[src/rtl/attn_weighted_sum.sv]
// Attention weighted sum: O[c] = sum_j P[j]*V[j][c], one V row per cycle with DIM
// parallel MACs, then round-half-up and saturate back to the input format.
module attn_weighted_sum #(
    parameter int D_W = 8,
    parameter int NUM = 4,
    parameter int DIM = 4
) (
    input  logic           I_CLK,
    input  logic           I_RST_N,
    input  logic           I_START,
    input  logic [D_W-1:0] I_DATA [0:NUM-1],
    input  logic [D_W-1:0] I_V    [0:NUM*DIM-1],
    output logic           O_BUSY,
    output logic           O_VLD,
    output logic [D_W-1:0] O_DATA [0:DIM-1],
    output logic [1:0]     O_DBG_STATE
);

    localparam int FRAC = D_W - 3;
    localparam int PW   = 2 * D_W;
    localparam int CW   = $clog2(NUM);
    localparam int AW   = PW + CW;

    localparam logic signed [AW-1:0] SAT_MAX = AW'(2 ** (D_W - 1) - 1);
    localparam logic signed [AW-1:0] SAT_MIN = -SAT_MAX - AW'(1);
    localparam logic signed [AW-1:0] RND     = AW'(2 ** (FRAC - 1));
    localparam logic [CW-1:0]        LAST    = CW'(NUM - 1);

    typedef enum logic [1:0] {
        IDLE = 2'd0,
        MAC  = 2'd1,
        OUT  = 2'd2
    } state_t;

    state_t state, next_state;

    logic                  start_q;
    logic                  start_rise;
    logic [CW-1:0]         cnt;
    logic [D_W-1:0]        p_reg   [0:NUM-1];
    logic [D_W-1:0]        v_reg   [0:NUM-1][0:DIM-1];
    logic signed [AW-1:0]  acc     [0:DIM-1];
    logic signed [PW-1:0]  prod    [0:DIM-1];
    logic signed [AW-1:0]  acc_nxt [0:DIM-1];
    logic signed [AW-1:0]  rnd     [0:DIM-1];
    logic signed [AW-1:0]  shifted [0:DIM-1];
    logic [D_W-1:0]        res     [0:DIM-1];

    // Start handshake: a computation is launched by a 0->1 transition of I_START
    // seen in IDLE; rises while busy are dropped, never queued. O_VLD is a
    // single-cycle strobe and O_DATA holds its value until the next strobe.
    assign start_rise  = I_START & ~start_q;
    assign O_BUSY      = (state != IDLE);
    assign O_DBG_STATE = state;

    always_comb begin
        next_state = state;
        case (state)
            IDLE:    if (start_rise) next_state = MAC;
            MAC:     if (cnt == LAST) next_state = OUT;
            OUT:     next_state = IDLE;
            default: next_state = IDLE;
        endcase
    end

    always_comb begin
        for (int c = 0; c < DIM; c++) begin
            prod[c]    = $signed(p_reg[cnt]) * $signed(v_reg[cnt][c]);
            acc_nxt[c] = acc[c] + {{CW{prod[c][PW-1]}}, prod[c]};
            rnd[c]     = acc[c] + RND;
            shifted[c] = rnd[c] >>> FRAC;
            if (shifted[c] > SAT_MAX) begin
                res[c] = SAT_MAX[D_W-1:0];
            end else if (shifted[c] < SAT_MIN) begin
                res[c] = SAT_MIN[D_W-1:0];
            end else begin
                res[c] = shifted[c][D_W-1:0];
            end
        end
    end

    always_ff @(posedge I_CLK) begin
        if (!I_RST_N) begin
            state   <= IDLE;
            start_q <= 1'b0;
            cnt     <= '0;
            O_VLD   <= 1'b0;
            for (int j = 0; j < NUM; j++) begin
                p_reg[j] <= '0;
                for (int c = 0; c < DIM; c++) v_reg[j][c] <= '0;
            end
            for (int c = 0; c < DIM; c++) begin
                acc[c]    <= '0;
                O_DATA[c] <= '0;
            end
        end else begin
            start_q <= I_START;
            state   <= next_state;
            O_VLD   <= 1'b0;
            case (state)
                IDLE: begin
                    if (start_rise) begin
                        cnt <= '0;
                        for (int j = 0; j < NUM; j++) begin
                            p_reg[j] <= I_DATA[j];
                            for (int c = 0; c < DIM; c++) v_reg[j][c] <= I_V[j*DIM + c];
                        end
                        for (int c = 0; c < DIM; c++) acc[c] <= '0;
                    end
                end
                MAC: begin
                    for (int c = 0; c < DIM; c++) acc[c] <= acc_nxt[c];
                    if (cnt != LAST) cnt <= cnt + CW'(1);
                end
                OUT: begin
                    for (int c = 0; c < DIM; c++) O_DATA[c] <= res[c];
                    O_VLD <= 1'b1;
                end
                default: ;
            endcase
        end
    end

endmodule

[config.mk]
export PLATFORM = sky130hd
export DESIGN_NAME = attn_weighted_sum
export DESIGN_NICKNAME = d
export VERILOG_FILES = /design/src/rtl/attn_weighted_sum.sv
export SDC_FILE = /design/constraint.sdc
export NUM_CORES = 1
export LEC_CHECK = 0
export CAP_MARGIN = 20
export CORE_ASPECT_RATIO = 1.2
export CORE_MARGIN = 1
export CORE_UTILIZATION = 54
export CTS_CLUSTER_DIAMETER = 50
export DETAILED_ROUTE_END_ITERATION = 7
export GPL_ROUTABILITY_DRIVEN = 0
export PLACE_DENSITY = 0.75
export SYNTH_ARGS = -nofsm -noshare
export SYNTH_HDL_FRONTEND = slang
export SYNTH_SLANG_ARGS = --single-unit
[constraint.sdc]
create_clock -name I_CLK -period 18.8 [get_ports I_CLK]
set_input_delay 2.82 -clock I_CLK [delete_from_list [all_inputs] [get_ports I_CLK]]
set_output_delay 2.82 -clock I_CLK [all_outputs]
set_load 0.1 [all_outputs]
==> results_dict.tcl <==
set metrics [dict create \
    finalCritPeriodShare 0.4141 \
    crit_path_top_delay_cell "buf_4" \
    clock_path_buffers 3 \
    viasPerCell 5.567 \
    yosysTopAreaCell "edfxtp_1" \
    portBuffers 198 \
    p_per_area_nw_per_um2 135.4 \
    drive_gt1_frac 0.05612 \
    first_pass_iters 5 \
    r2r_cells 26 \
    rows 85 \
    post-cts-setup-buffer-count 0 \
    seq_area_frac_synth 0.3038 \
    slew_violations 0 \
    synth_edf_count 214 \
    start_util 0.5525 \
    cp.depth 26 \
    antenna_found_initial 1 \
    wl_um 56150 \
    place_inst 3331 \
    worst-slew-pin-transition_ps 1066 \
    grt_pass1_vias 19066 \
    yosysMostFrequentCell "inv_1" \
    fin_crit_ps 7785 \
    path_buf_inv 5 \
    nNetsFinal 3334 \
    final_antenna_net_count 0 \
    boundaryPins 199 \
    cts_tree "yes" \
    crit_type "reg2reg" \
    grt_overflow 0 \
    critPathMaxStageDelay_ps 630 \
    critPathTopFamily "adder cells" \
    dieArea_um2 47120 \
    synth_nets 3174 \
    syn_inst 2598 \
    nFillCells 3608 \
    synth_common_cells "393 x inv_1, 263 x nor2_1, 224 x fa_1" \
    synthArstFlopShare 0 \
    hold_path.class "reg2reg" \
    dp_hpwl_um 43560 \
    ir_worst_vdd_v 0.00007405 \
    ys_seq_elements 272 \
    vias 18865 \
    cts_resized 0 \
    leakage_nw 13.06 \
    worstPathMaxFanout 42 \
    syn2layout_area_growth_pct 14.71 \
    fin_skew_ps 12.33 \
    synth_area_per_cell_um2 9.613 \
    die_x_um 198.3 \
    critPathCapture "acc[2][17]$_SDFFE_PP0P_" \
    yosysTopAreaCellShare 0.2573 \
    ctsHoldBuffers 0 \
    fin_util 0.6338 \
    fin_setup_tns_ps 0 \
    clock_latency_ps 530 \
    synthFlopType "edfxtp_1" \
    grt_max_degree 161 \
    root_buffer "clkbuf_16" \
    regToRegEndpoint "acc[2][17]$_SDFFE_PP0P_" \
    critPathLaunchType "flip-flop" \
    die_h_um 237.6 \
    cts_sinks 272 \
    yosysUniqueCellTypes 75 \
    end_kind "flip-flop" \
    drc 0 \
    maxCapViolCount 0 \
    final-setup-viol-count 0 \
    status "finished clean" \
    fin_cells 3389 \
    timing.fmax_mhz 128.4 \
    hold_viol_final 0 \
    n_antenna_cell 0 \
    synth_area_leaders "edfxtp_1 26%, fa_1 18%, ha_1 9.5%, inv_1 5.9%, dfxtp_1 4.6%" \
    grt_pass1_wl_um 91960 \
    largest_reg_flops 128 \
    clk_pin_slew_worst_paths_ps 60 \
    rsz0062_at_grt "no" \
    drt_iter0_drc 1131 \
    track_usage 0.2425 \
    arrival_ps 8240 \
    reg2reg_slack_ps 11010 \
    wire_per_inst_um 16.57 \
    slew_headroom 0.2891 \
    synth_area_um2 24970 \
    h-tree-depth 2 \
    critPathRequiredTime_ps 19260 \
    yosysWarningCount 0 \
    cts_buffers 34 \
    core_area_um2 45200 \
]
## where the power goes
group / switching, mW / internal (mW)
Clock: 0.251 / 0.395
Combinational: 1.40 / 1.03
Sequential: 0.0752 / 0.735
## cell families after synthesis
logic type,synth area share
buffers and inverters,0.07370
AO/OA/AOI/OAI,0.09604
adder cells (fa/ha/maj),0.2746
XOR/XNOR,0.04810
multiplexers,0.03547
flip-flops,0.3038
AND/OR/NAND/NOR,0.1682
## per-stage QoR
stage                     instance area, µm²  setup WS (ps)  power, mW  hold slack (ps)
after floorplan                        24970          10340      2.700            436.2
after global placement                 27540          11200      3.101            443.1
after detailed placement               27540          11000      3.215            457.2
after CTS                              28650          11010      3.874            464.0
after global routing                   28650          10560      4.228            483.8
final                                  28650          11010      3.880            460.0
## how the worst min path moves through the flow
stage	from	end	cells after the start	slack [ps]
5_1_grt	acc[2][0]$_SDFFE_PP0P_	acc[2][0]$_SDFFE_PP0P_	2	480
3_5_place_dp	acc[2][0]$_SDFFE_PP0P_	acc[2][0]$_SDFFE_PP0P_	2	460
3_3_place_gp	acc[2][2]$_SDFFE_PP0P_	acc[2][2]$_SDFFE_PP0P_	2	440
2_1_floorplan	acc[2][2]$_SDFFE_PP0P_	acc[2][2]$_SDFFE_PP0P_	2	440
4_1_cts	acc[2][0]$_SDFFE_PP0P_	acc[2][0]$_SDFFE_PP0P_	2	460
6_report	O_DATA[16]$_SDFFE_PN0P_	O_DATA[16]$_SDFFE_PN0P_	2	460
## cell type report
class	instances	area, µm²	share of cell area
Multi-Input combinational cell	1838	15570	0.5435
Sequential cell	272	7592	0.2650
Timing Repair Buffer	219	2137	0.07460
Inverter	393	1475	0.05149
Clock buffer	47	983.4	0.03433
Tap cell	609	762.0	0.02660
Clock inverter	11	127.6	0.004455
## tightest hold or removal path, cell delays in order, from the launching register on
cell	delay (ps)
dfxtp_1	310
nand2_1	50
o21ai_0	60
## cell usage in the layout (no fill, tap or decap), drive strengths merged, types with 91 or more instances in the layout
cell type and instances:
edfxtp 214, nor2 263, clkdlybuf4s50 197, nand2 172, and3 183, a21oi 91
inv 396, o21ai 98, ha 189, fa 224
## per-layer routing
metal / part of all wire / global-route usage / wire [µm] / vias up
li1: - / - / - / 9057
met1: 0.44 / 0.3215 / 24530 / 8998
met2: 0.47 / 0.4043 / 26160 / 675
met3: 0.063 / 0.03022 / 3529 / 135
met4: 0.034 / 0.09326 / 1933 / 0
met5: 0 / 0 / 0 / -
Note: power is estimated with default switching activity, not from simulation.
